===== config.mk =====
export PLATFORM = sky130hd
export DESIGN_NAME = sr_win_sched
export DESIGN_NICKNAME = d
export VERILOG_FILES = /design/src/rtl/sr_pkg.sv /design/src/rtl/sr_win_sched.sv
export SDC_FILE = /design/constraint.sdc
export NUM_CORES = 1
export LEC_CHECK = 0
export BUFFER_PORTS_ARGS = -buffer_cell sky130_fd_sc_hd__buf_2
export CAP_MARGIN = 25
export CORE_MARGIN = 2
export CORE_UTILIZATION = 30
export CTS_BUF_LIST = sky130_fd_sc_hd__clkbuf_4
export DETAILED_ROUTE_END_ITERATION = 7
export MAX_ROUTING_LAYER = met4
export PLACE_DENSITY_LB_ADDON = 0.08
export REMOVE_ABC_BUFFERS = 1
export SLEW_MARGIN = 20
export SYNTH_ARGS = -nofsm -noshare
export SYNTH_HDL_FRONTEND = slang
export SYNTH_SLANG_ARGS = --single-unit
export TNS_END_PERCENT = 30

===== constraint.sdc =====
create_clock -name CLK -period 5.2 [get_ports CLK]
set_input_delay 0.26 -clock CLK [delete_from_list [all_inputs] [get_ports CLK]]
set_output_delay 0.26 -clock CLK [all_outputs]
set_load 0.01 [all_outputs]

===== src/rtl/sr_pkg.sv =====
// Shared definitions for the shift-register window scheduler and the window mux checkers:
// FSM states, the permutation codes, and the (row phase, column phase) -> code map.
package sr_pkg;

  typedef enum logic [2:0] {
    S_IDLE,
    S_PRIME,
    S_RUN,
    S_REFILL,
    S_FIN
  } state_t;

  localparam logic [2:0] MUX_R0C0 = 3'b000;
  localparam logic [2:0] MUX_R0C1 = 3'b001;
  localparam logic [2:0] MUX_R1C0 = 3'b011;
  localparam logic [2:0] MUX_R1C1 = 3'b010;
  localparam logic [2:0] MUX_R2C0 = 3'b100;
  localparam logic [2:0] MUX_R2C1 = 3'b101;

  // Row phase 3 cannot occur; it falls back to the identity code.
  function automatic logic [2:0] mux_code(input logic [1:0] r, input logic c);
    logic [2:0] code;
    case (r)
      2'd0:    code = c ? MUX_R0C1 : MUX_R0C0;
      2'd1:    code = c ? MUX_R1C1 : MUX_R1C0;
      2'd2:    code = c ? MUX_R2C1 : MUX_R2C0;
      default: code = MUX_R0C0;
    endcase
    return code;
  endfunction

endpackage


===== src/rtl/sr_win_sched.sv =====
// Window scheduler: primes the 3-row register array, walks the COL_NUM x ROW_NUM grid,
// refills the oldest row at each row change and steers the window mux by circular phase.
module sr_win_sched
  import sr_pkg::*;
#(
  parameter int CW = 8
) (
  input  logic          CLK,
  input  logic          RST,
  input  logic          START,
  input  logic [CW-1:0] COL_NUM,
  input  logic [CW-1:0] ROW_NUM,
  output logic          REG_WR_EN,
  output logic [1:0]    REG_WR_ROW,
  output logic [2:0]    CTRL_MUX_6_1,
  output logic          OPU_VALID,
  input  logic          OPU_READY,
  output logic          BUSY,
  output logic          DONE
);

  state_t        state, state_nxt;
  logic [CW-1:0] col_lim, col_lim_nxt;
  logic [CW-1:0] row_lim, row_lim_nxt;
  logic [CW-1:0] x, x_nxt;
  logic [CW-1:0] y, y_nxt;
  logic [1:0]    rph, rph_nxt;
  logic          cph, cph_nxt;
  logic [1:0]    pcnt, pcnt_nxt;
  logic          hs;

  logic          wr_en_nxt;
  logic [1:0]    wr_row_nxt;
  logic [2:0]    mux_nxt;
  logic          valid_nxt;
  logic          busy_nxt;
  logic          done_nxt;

  assign hs = OPU_VALID & OPU_READY;

  always_comb begin
    state_nxt   = state;
    col_lim_nxt = col_lim;
    row_lim_nxt = row_lim;
    x_nxt       = x;
    y_nxt       = y;
    rph_nxt     = rph;
    cph_nxt     = cph;
    pcnt_nxt    = pcnt;

    case (state)
      S_IDLE: begin
        if (START) begin
          if (COL_NUM != '0 && ROW_NUM != '0) begin
            // Limits are stored as size-1 so a full-scale size never overflows.
            col_lim_nxt = COL_NUM - CW'(1);
            row_lim_nxt = ROW_NUM - CW'(1);
            x_nxt       = '0;
            y_nxt       = '0;
            rph_nxt     = 2'd0;
            cph_nxt     = 1'b0;
            pcnt_nxt    = 2'd0;
            state_nxt   = S_PRIME;
          end else begin
            state_nxt = S_FIN;
          end
        end
      end
      S_PRIME: begin
        if (pcnt == 2'd2) state_nxt = S_RUN;
        else              pcnt_nxt  = pcnt + 2'd1;
      end
      S_RUN: begin
        if (hs) begin
          if (x != col_lim) begin
            x_nxt   = x + CW'(1);
            cph_nxt = ~cph;
          end else if (y != row_lim) begin
            x_nxt     = '0;
            cph_nxt   = 1'b0;
            y_nxt     = y + CW'(1);
            state_nxt = S_REFILL;
          end else begin
            state_nxt = S_FIN;
          end
        end
      end
      S_REFILL: begin
        rph_nxt   = (rph == 2'd2) ? 2'd0 : rph + 2'd1;
        state_nxt = S_RUN;
      end
      S_FIN:   state_nxt = S_IDLE;
      default: state_nxt = S_IDLE;
    endcase

    // Outputs are derived from the upcoming state so they can be registered.
    wr_en_nxt  = (state_nxt == S_PRIME) || (state_nxt == S_REFILL);
    wr_row_nxt = 2'd0;
    if (state_nxt == S_PRIME)  wr_row_nxt = pcnt_nxt;
    if (state_nxt == S_REFILL) wr_row_nxt = rph_nxt;
    valid_nxt  = (state_nxt == S_RUN);
    mux_nxt    = valid_nxt ? mux_code(rph_nxt, cph_nxt) : 3'b000;
    busy_nxt   = (state_nxt == S_PRIME) || (state_nxt == S_RUN) || (state_nxt == S_REFILL);
    done_nxt   = (state_nxt == S_FIN);
  end

  always_ff @(posedge CLK) begin
    if (RST) begin
      state        <= S_IDLE;
      REG_WR_EN    <= 1'b0;
      REG_WR_ROW   <= 2'd0;
      CTRL_MUX_6_1 <= 3'b000;
      OPU_VALID    <= 1'b0;
      BUSY         <= 1'b0;
      DONE         <= 1'b0;
    end else begin
      state        <= state_nxt;
      REG_WR_EN    <= wr_en_nxt;
      REG_WR_ROW   <= wr_row_nxt;
      CTRL_MUX_6_1 <= mux_nxt;
      OPU_VALID    <= valid_nxt;
      BUSY         <= busy_nxt;
      DONE         <= done_nxt;
    end
  end

  // Position counters are reinitialised at every accepted START.
  always_ff @(posedge CLK) begin
    col_lim <= col_lim_nxt;
    row_lim <= row_lim_nxt;
    x       <= x_nxt;
    y       <= y_nxt;
    rph     <= rph_nxt;
    cph     <= cph_nxt;
    pcnt    <= pcnt_nxt;
  end

endmodule

After elaboration in Yosys (flattened, before gate mapping)

Index checks and enable logic that the tools add are counted.

Word-level logic and storage cells: 92
Bits in registers: 49
Input port bits: 20
Output and inout port bits: 9

Bitwise operators: 3
Equality and inequality tests: 19
Reduce and logical (&&, ||, !) cells: 13
Add/sub/neg operators: 6
Mux-type cells: 37

Operator list:

| kind                                                 | count |
|---|---|
| 2-to-1 mux 8 bit                                     | 8 |
| one-hot mux 8 bit (2 select lines)                   | 2 |
| 2-to-1 mux 3 bit                                     | 6 |
| adder 8 x 1 -> 8 bit (second input constant)         | 2 |
| 2-to-1 mux 2 bit                                     | 8 |
| inequality test 8 bit                                | 2 |
| nonzero test 8 bit                                   | 2 |
| subtractor 8 x 1 -> 8 bit (second input constant)    | 2 |
| equality test 3 x 2 -> 1 bit (second input constant) | 4 |
| one-hot mux 3 bit (4 select lines)                   | 1 |
| inequality test 2 bit (second input constant)        | 5 |
| one-hot mux 3 bit (3 select lines)                   | 1 |
| 2-to-1 mux 1 bit                                     | 8 |
| one-hot mux 2 bit (2 select lines)                   | 2 |
| equality test 2 bit (second input constant)          | 3 |
| equality test 3 x 1 -> 1 bit (second input constant) | 2 |
| AND reduction 6 bit                                  | 1 |
| AND reduction 5 bit                                  | 1 |
| adder 2 x 1 -> 2 bit (second input constant)         | 2 |
| equality test 3 bit (second input constant)          | 1 |
| logical NOT 3 bit                                    | 1 |
| logical OR 1 bit                                     | 3 |
| inequality test 3 bit (second input constant)        | 1 |
| AND reduction 3 bit                                  | 1 |
| 8 further kinds                                      | 9 |

Logic depth before layout (Yosys ltp)

Gate-level depths: netlist (run 1).

Word-level depth: 8
Mapped depth: 8
Gate-level depth less buffers: 8

Least setup slack after synthesis (run 1)

OpenSTA, ideal clock, no wires.

Path type: reg-to-reg
From: register x[0]
To: register y[0] (enable)
Data arrival time: 1.619 ns
Required time: 4.823 ns
Setup slack: 3.204 ns
Library setup time: 0.377 ns
Cell stages (with the launch flop): 6
Buffers on the path: 0
Period minus slack after synthesis: 1.996 ns
Cell sequence: edfxtp_1 -> xnor2_1 -> nand4_1 -> nor2_1 -> o21ai_0 -> a22oi_1

Word-level cells in the longest chain between the ends: 3

RTL lines:

| element                                | RTL line            | RTL |
|---|---|---|
| start, declared                        | sr_win_sched.sv:25  | `logic [CW-1:0] x, x_nxt;` |
| start signal, assigned                 | sr_win_sched.sv:131 | `x <= x_nxt;` |
| inequality test 8 bit                  | sr_win_sched.sv:75  | `if (x != col_lim) begin` |
| inequality test 2 bit (no source line) | -                   |  |
| AND reduction 6 bit (no source line)   | -                   |  |
| end signal, assigned                   | sr_win_sched.sv:132 | `y <= y_nxt;` |
| end, declared                          | sr_win_sched.sv:26  | `logic [CW-1:0] y, y_nxt;` |

Every way passes these cells.
A chain may end at the register's enable or synchronous reset.

Worst setup path after layout (run 1)

From: register x[0]
To: register y[2] (enable)

Same word-level chain as after synthesis.

==> impl_results.md, run 1 <==
- Ys Warns: 0
- Worst r2r path cells: 5
- Combinational power share: 0.202
- Syn Area/Cell: 11.0 sq um
- I/O pins: 29
- WL final: 4750 microns
- Ant. Diodes: 0
- CTS tree: built
- First-pass GRT wire length: 8000 microns
- Post-cts resize count: 0
- Final Max Slew Viols: 0
- Largest net degree at the start of global routing: 17
- Initial antenna violation count: 0
- Post-Layout Cell Count: 363
- Setup crit end kind: register
- Clock power share: 0.209
- Clock transition at path regs: 0.14 ns
- Min-Delay Endpoint: state[0]
- H-tree levels: 2
- Clock Skew: 0.00826 ns
- Max IR drop VDD: 0.0943 mV
- WL/cell: 13.1 microns
- Synthesized flop and latch total: a little under 50
- Hold Crit Depth: 2
- Global route overflow: 0
- Leakage: 1.06 nW
- Vias after detailed routing: about 1600
- Switch Pwr: between 200 and 300 uW
- Critical Path AT: 2.43 ns
- Number of routed nets with antenna violations: 0
- Synth-to-layout area growth: 12.8%
- Synth cell types: 46
- Drt via density: 4.51
- Min Tclk post-route: 2.42 ns
- Period utilization: 0.464
- Placed Cells: 355
- R2R Setup Slk: between 2 and 3 ns
- Hold Fails Final Rpt: 0
- Post-DP HPWL: between 3000 and 4000 microns
- Max clock buf depth: 2
- RSZ-0062 raised after global routing: no
- Die X: 94.8 microns
- Postcts setup bufs: 0
- Maximum operating frequency: roughly 0.41 GHz
- Worst Path Required: 5.22 ns
- Clock sinks: 49
- Post-layout net count: roughly 280
- Vias in the first global route: 1614
- Remaining DRCs: 0
- Tightest Hold Check Type: input port to register
- GRT Overall Usage: 0.119
- Sequential area share after synthesis: 0.526
- Reg2reg end: y[2]
- Die span in y: 94.8 microns
- Reg-to-Reg Start: x[0]
- Max_cap viols: 0
- GPL Wtd Cong: 0.732
- DRT iter0 DRCs: 76
- Sw frac: 0.295
- CTS Buf Count: 5
- Input/output buffers: 28
- Clock latency on the worst-skew pair: 0.37 ns
- Reg power frac: 0.589
- Hold bufs inserted after CTS: 0
- Crit Path Max Fanout: 8
- Status: completed
- Core box area: 0.00809 sq mm
- TNS Setup: 0 ns
- Internal power: 611 uW
- Final count of negative-setup-slack endpoints: 0
- Mapped Cells: 224
- Clock Tree Root: clkbuf_4
- Die area: 0.00899 sq mm
- Starting density of the core: 0.306
- Crit path launch type: register
- Worst rel slew slack: 0.483
- CP Launch Point: x[0]
- Hold wc startpoint: RST
- 1st-pass router iterations: 4
- Post-Syn Area: 0.00247 sq mm
- Num rows: 33
- Worst-margin pin slew: 0.775 ns
- Layout cells sized above 1: 0.202
- Pwr dens: 311 mW/mm^2
- CP Class: register to register
[worst max-delay path: stages (launching register included)]
cell and delay, ns:
edfxtp_1 0.50, xnor2_1 0.19, nand4_1 0.18, nor2_1 0.41
o21ai_0 0.16, a22oi_1 0.62
[layout by cell type, fill, tap and decap left out, types with 5 or more instances in the layout]
master    count
edfxtp_1     32
nor2_1       28
buf_2        28
xnor2_1      23
nand3_1      19
dfxtp_1      17
xor2_1       16
inv_1        12
nand2_1      10
ha_1          7
clkbuf_4      7
and3_1        5
[synth_stat cells, drive strengths merged]
library cell	count	share of area
edfxtp	32	0.39
nor2	28	0.042
xnor2	23	0.081
nand3	21	0.050
dfxtp	17	0.14
xor2	16	0.057
inv	14	0.021
nand2	10	0.015
ha	7	0.035
and3	6	0.017
a31o	4	0.014
nand4	4	0.010
a21oi	3	0.0061
a311oi	3	0.013
and2	3	0.0086
nor3	3	0.0061
nor4	3	0.013
o21ai	3	0.0061
a21boi	2	0.0061
a21o	2	0.0061
buf	2	0.0046
nand2b	2	0.0051
nor3b	2	0.0061
a211o	1	0.0035
a211oi	1	0.0030
a22oi	1	0.0030
a2bb2oi	1	0.0035
a32oi	1	0.0035
nor2b	1	0.0025
o211a	1	0.0040
o311a	1	0.0040
o31ai	1	0.0030
o32ai	1	0.0066
or2	1	0.0025
or3	1	0.0025
or3b	1	0.0035
or4	1	0.0046
[stage by stage]
stage          worst slack (ns)  hold WS, ns   util  total power, mW  instance area (sq um)
6_report                   2.78        0.164  0.345            0.868                   2790
5_1_grt                    2.52        0.163  0.345            0.919                   2790
4_1_cts                    2.75        0.160  0.345            0.877                   2790
3_5_place_dp               2.79        0.495  0.338            0.697                   2730
3_3_place_gp               2.88        0.510  0.338            0.698                   2730
2_1_floorplan              3.20        0.329      -            0.638                   2460
[worst max path at each step]
stage	endpoint	slack [ns]	cells after the start
finish	y[2]	2.78	5
global route	y[5]	2.52	5
CTS	y[7]	2.75	5
detailed placement	y[7]	2.79	5
global placement	y[4]	2.88	5
floorplan	y[0]	3.20	5
[power groups by stage]
stage | clock network [mW] | registers (mW) | logic [mW]
floorplan | 0 | 0.512 | 0.125
global placement | 0 | 0.521 | 0.177
detailed placement | 0 | 0.520 | 0.176
CTS | 0.188 | 0.512 | 0.177
global route | 0.202 | 0.517 | 0.200
finish | 0.182 | 0.511 | 0.175
[kinds of logic after synthesis]
logic type,count (synthesis),synth area share
flip-flops,49,0.526
AND/OR/NAND/NOR,87,0.189
AO/OA/AOI/OAI,26,0.0860
adder cells (fa/ha/maj),7,0.0354
buffers and inverters,16,0.0258
XOR/XNOR,39,0.138
[metal layers]
layer  track usage  vias up  wire (microns)
met4        0.0362        0              31
met2         0.179       22            2210
met1         0.159      748            2380
met5             -        -               0
li1              -      865               -
met3        0.0287        3             130
[sequential cells by signal, indices dropped and copies added (netlist names), 2 cells and up]
name	cells
row_lim	8
y	8
x	8
state	3
CTRL_MUX_6_1	3
rph	2
REG_WR_ROW	2
pcnt	2
col_lim	8
[layout make-up]
class | instances | area [sq um]
fillers | 837 | 5300
repair buffers | 28 | 140
clock buffers | 7 | 52.6
flip-flops and latches | 49 | 1300
inverters | 14 | 52.6
well taps | 105 | 131
clock inverters | 1 | 3.75
multi-input cells | 159 | 1110
(Power assumes the default switching activity.)
==> run 2: changes to the inputs <==
- ABC_AREA: unset -> 1
- clock period: 5.2 -> 2.4 ns (I/O delays scaled with it)
==> run 2 against run 1 <==
Net effect: maximum frequency increased by 28%; core utilization up 1.1 points; sequential cell count stayed put; setup slack lost 2.3 ns; sequential power is 110% higher; critical path depth up 4; clock skew up 0.0017 ns; via count grew 31%; non-clock buffer count increased by 6; sequential share of layout area fell by 4.9 points; largest power group unchanged; first-iteration DRC count rose by 58%.
==> impl_results.md, run 2 <==
- Fill count: 936
- Max clock buf depth: 2
- Synth async-reset ratio: 0
- Synthesized flop and latch total: 49
- WL/cell: 11.2 microns
- Worst Path Required: 2.44 ns
- Switch Pwr: just over 600 uW
- Clock Skew: 0.00992 ns
- Period utilization: 0.784
- Total power: 2.00 mW
- Main synth FF type: edfxtp_1
- Post-DP HPWL: 4380 microns
- Final Max Slew Viols: 0
- Hold bufs inserted after CTS: 2
- Remaining DRCs: 0
- Input/output buffers: 28
- Clock transition at path regs: 0.15 ns
- Synth cell count leaders: nand2_1 (102), inv_1 (59), nor2_1 (38)
- Sw frac: 0.305
- Placed inst area: 0.00302 sq mm
- Synth cell types: 27
- GRT Overall Usage: 0.125
- Reg power frac: 0.543
- Vias after detailed routing: around 2100
- Crit path launch type: register
- Max incr delay on CP: between 0.4 and 0.5 ns
- Sequential area share after synthesis: 0.478
- Post-cts resize count: 0
- Die area: 0.00985 sq mm
- Worst rel slew slack: 0.756
- First-pass GRT wire length: between 9000 and 10000 microns
- Post-Syn Area: 0.00272 sq mm
- Num rows: 34
- Max IR drop VDD: 0.339 mV
- Hold Fails Final Rpt: 0
- GPL Wtd Cong: 0.768
- 1st-pass router iterations: 4
- Syn Area/Cell: 7.91 sq um
- Most frequent cells in the layout: nand2_1 (102), inv_1 (59), nor2_1 (38), edfxtp_1 (32), buf_2 (28)
- Die span in y: between 90 and 100 microns
- Layout cells sized above 1: 0.145
- CP Cell Sequence: inv_1 -> nand2_1 -> nand2_1 -> inv_1 -> nand2_1 -> nor2_1 -> nand2_1 -> nand2_1 -> and3_1
- Status: completed
- CP Class: register to register
- Critical path's top delay family: simple AND/OR/NAND/NOR gates
- Post-layout net count: just over 400
- TNS Setup: 0 ns
- Met3 Track Usage GR: 0.0274
- Clock latency on the worst-skew pair: 0.36 ns
- Tightest Hold Check Type: input port to register
- Starting density of the core: 0.311
- CTS Buf Count: 5
- Internal power: 1.39 mW
- Leading cell type in the layout, fill and taps excluded: nand2_1
- WL final: roughly 5500 microns
- Ant. Diodes: 0
- Core box area: 0.00876 sq mm
- CTS tree: built
- Met2 usage: 0.190
- Global route overflow: 0
- Most Crowded Layer GR: met2
- Pwr dens: roughly 640 mW/mm^2
- Clock sinks: 49
- Initial antenna violation count: 0
- Die X: just under 100 microns
- Synth top area cells: edfxtp_1 (35%), nand2_1 (14%), dfxtp_1 (13%), inv_1 (8.1%), nor2_1 (5.2%)
- Largest net degree at the start of global routing: 16
- Final count of negative-setup-slack endpoints: 0
- M1 GR Usage: 0.169
- Min Tclk post-route: 1.88 ns
- Worst-margin pin slew: 0.366 ns
- Max_cap viols: 0
- Cell taking the most area after synthesis: edfxtp_1
- Number of synthesized flops with an enable pin: 32
- Drt via density: 4.35
- Crit Path Max Fanout: 8
- Postcts setup bufs: 0
- H-tree levels: 2
- Synth-to-layout area growth: 14.6%
- RSZ-0062 raised after global routing: no
- CP most frequent cell: nand2_1
- Combinational power share: 0.213
- Setup crit end kind: register
- Maximum operating frequency: 0.532 GHz
- Clock power share: 0.245
- Max stage delay cell, worst path: edfxtp_1
- Synth top area share: 0.353
- Post-route cell area: 0.00312 sq mm
- Mapped Cells: 344
- Number of routed nets with antenna violations: 0
- Crit path buf inv count: 2
- Critical Path AT: 1.92 ns
- Top-count cell post-synth: nand2_1
- Clock Tree Root: clkbuf_4
- Vias in the first global route: 2016
- Ys Warns: 0
- Leakage: 1.48 nW
- DRT iter0 DRCs: 120
- I/O pins: 29
run 2: changes by cell type in the layout (fill, tap and decap cells not counted), moves of 4 or more:
cell | previous run | this run
a31o_2 | 4 | 0
inv_1 | 12 | 59
xnor2_1 | 23 | 9
nand2_1 | 10 | 102
nand3_1 | 19 | 14
nor2_1 | 28 | 38
xor2_1 | 16 | 8
a21oi_1 | 3 | 12
buf_4 | 0 | 4
o21ai_0 | 2 | 9
and3_1 | 5 | 1
run 2: area by class of cell:
cell class / instances / area, sq um / area share
Sequential cell: 49 / 1300 / 0.417
Multi-Input combinational cell: 232 / 1180 / 0.379
Inverter: 62 / 233 / 0.0746
Timing Repair Buffer: 34 / 190 / 0.0609
Tap cell: 108 / 135 / 0.0433
Clock inverter: 3 / 40.0 / 0.0128
Clock buffer: 5 / 37.5 / 0.0120
run 2: kinds of logic after synthesis:
family	count (synthesis)	share of synthesized area
fa+ha+maj	7	0.0322
compound gates	23	0.0432
xor+xnor	17	0.0547
flops	49	0.478
buf+inv	63	0.0873
simple gates	185	0.305
run 2: worst paths after layout:
path	startpoint	endpoint	slack, ns	cells after the start
max reg2reg	x[6]	y[4]	0.52	9
max	x[6]	y[4]	0.52	9
min	COL_NUM[0]	col_lim[0]	0.04	2
min reg2reg	pcnt[0]	pcnt[0]	0.48	2
run 2: power groups by stage:
stage          Combinational (mW)  Clock (mW)  Sequential (mW)
2_1_floorplan               0.306           0             1.09
3_3_place_gp                0.427           0             1.11
3_5_place_dp                0.428           0             1.11
4_1_cts                     0.433       0.525             1.09
5_1_grt                     0.503       0.556             1.10
6_report                    0.426       0.490             1.09
run 2: stage by stage:
step	worst slack [ns]	instances	hold slack, ns	utilization
floorplan	0.632	343	0.189	-
global placement	0.523	483	0.391	0.345
detailed placement	0.540	483	0.389	0.345
CTS	0.521	493	0.0238	0.356
global route	0.372	493	0.0187	0.356
finish	0.520	493	0.0392	0.356
run 2: layer usage:
metal | wire, microns | share of wire | vias to the layer above
li1 | - | - | 1158
met1 | 2770 | 0.50 | 956
met2 | 2560 | 0.46 | 28
met3 | 168 | 0.030 | 4
met4 | 42 | 0.0076 | 0
met5 | 0 | 0 | -
==> run 3: changes to the inputs <==
- clock period: 2.4 -> 1.8 ns (I/O delays scaled with it)
==> run 3 against run 2 <==
Net effect: sequential share of layout area fell by 1.2 points; via count grew 0.70%; largest cell class unchanged; setup slack got worse by 0.37 ns; maximum frequency is 14% higher.
==> impl_results.md, run 3 (synthesis results as in run 2) <==
- Status: completed
- Setup crit end kind: register
- Ant. Diodes: 0
- Die X: 99.3 microns
- Input/output buffers: 28
- Leading cell type in the layout, fill and taps excluded: nand2_1
- GPL Wtd Cong: 0.768
- CP Cell Sequence: nand2_1 -> nand2_1 -> inv_1 -> nand2_1 -> nor2_2 -> nand2_1 -> nand2_1 -> and3_1 -> buf_12
- CTS tree: built
- Remaining DRCs: 0
- Worst slack, placed: approximately 0.019 ns
- Leakage: between 1.5 and 2 nW
- Initial antenna violation count: 0
- GRT Overall Usage: 0.122
- CP Launch Point: x[6]
- Clock Skew: 0.0130 ns
- R2R Setup Slk: 0.15 ns
- Final count of negative-setup-slack endpoints: 0
- Worst Path Required: roughly 1.9 ns
- Reg2reg end: y[0]
- I/O pins: 29
- Max IR drop VDD: 0.405 mV
- Layout cells sized above 1: 0.179
- Starting density of the core: 0.311
- Post-DP HPWL: 4340 microns
- Worst-margin pin slew: 0.262 ns
- Max incr delay on CP: 0.45 ns
- Vias in the first global route: 2087
- Synth-to-layout area growth: 18.2%
- H-tree levels: 2
- RSZ-0062 raised after global routing: yes
- Number of routed nets with antenna violations: 0
- Clock latency on the worst-skew pair: 0.37 ns
- DRT iter0 DRCs: 71
- Clock sinks: 49
- Hold Fails Final Rpt: 0
- Core box area: 0.00876 sq mm
- Pwr dens: 804 mW/mm^2
- Die span in y: approximately 100 microns
- Drt via density: 4.28
- Die area: 0.00985 sq mm
- Placed Cells: a little under 500
- Largest net degree at the start of global routing: 16
- Post-route cell area: 0.00322 sq mm
- Post-layout net count: 423
- Min Tclk post-route: 1.65 ns
- Hold Crit Depth: 2
- CTS Buf Count: 5
- 1st-pass router iterations: 4
- Num rows: 34
- CP Class: register to register
- Critical Path AT: 1.75 ns
- Most frequent cells in the layout: nand2_1 (102), inv_1 (59), nor2_1 (35), edfxtp_1 (32), buf_2 (28)
- Min-Delay Endpoint: row_lim[0]
- Global route overflow: 0
- Worst r2r path cells: 9
- Max clock buf depth: 2
- WL/cell: 10.7 microns
- WL final: 5390 microns
- Crit Path Max Fanout: 8
- Clock Tree Root: clkbuf_4
- Maximum operating frequency: 0.608 GHz
- Placed inst area: 0.00310 sq mm
- Clock transition at path regs: ~0.15 ns
- Period utilization: 0.914
- Reg-to-Reg Start: x[6]
- First-pass GRT wire length: 9300 microns
- Vias after detailed routing: between 2000 and 2500
- Max_cap viols: 0
- Tightest Hold Check Type: input port to register
- Final Max Slew Viols: 0
- Fin worst setup slack: 0.154 ns
- TNS Setup: 0 ns
- Core Util, Final: 0.367
- Max stage delay cell, worst path: edfxtp_1
- CP most frequent cell: nand2_1
- Crit path launch type: register
- Hold wc startpoint: ROW_NUM[0]
- Post-Layout Cell Count: 505
- Worst rel slew slack: 0.824
-- run 3: critical path: cells and delay by family, from the launching register on --
| family | cells | cell delay [ns] |
|---|---|---|
| buffers and inverters | 2 | 0.19 |
| flip-flops | 1 | 0.45 |
| AND/OR/NAND/NOR | 7 | 0.75 |
-- run 3: timing repair --
item	4_1_cts	5_1_grt
hold buffers	3	0
setup endpoints to repair	0	17
resized for setup	0	6
buffers inserted	0	2
hold endpoints to repair	7	0
-- run 3: area by class of cell --
class / instances / area (sq um)
fillers: 927 / 5550
flip-flops and latches: 49 / 1300
multi-input cells: 232 / 1200
repair buffers: 46 / 295
inverters: 62 / 233
well taps: 108 / 135
clock buffers: 5 / 37.5
clock inverters: 3 / 16.3
-- run 3: routing by layer --
layer | up-vias | global-route usage | wire length (microns)
li1 | 1178 | - | -
met1 | 950 | 0.158 | 2730
met2 | 27 | 0.194 | 2440
met3 | 6 | 0.0253 | 162
met4 | 0 | 0.0348 | 65
met5 | - | - | 0
-- run 3: power breakdown --
group          total (mW)  switching [mW]  internal, mW
Combinational       0.631           0.375         0.255
Clock               0.512           0.361         0.151
Sequential           1.44          0.0898          1.35
-- run 3: per-stage QoR --
stage               power (mW)  hold WS (ns)
floorplan                 1.86         0.159
global placement          2.09         0.356
detailed placement        2.09         0.361
CTS                       2.62        0.0102
global route              2.79       0.00685
finish                    2.59        0.0222
-- run 3: how the worst max path moves through the flow --
stage / end / slack [ns]
after floorplan: y[0] / 0.03
after global placement: x[6] / 0.07
after detailed placement: x[6] / 0.02
after CTS: x[6] / 0.07
after global routing: x[2] / 0.006
final: y[0] / 0.15
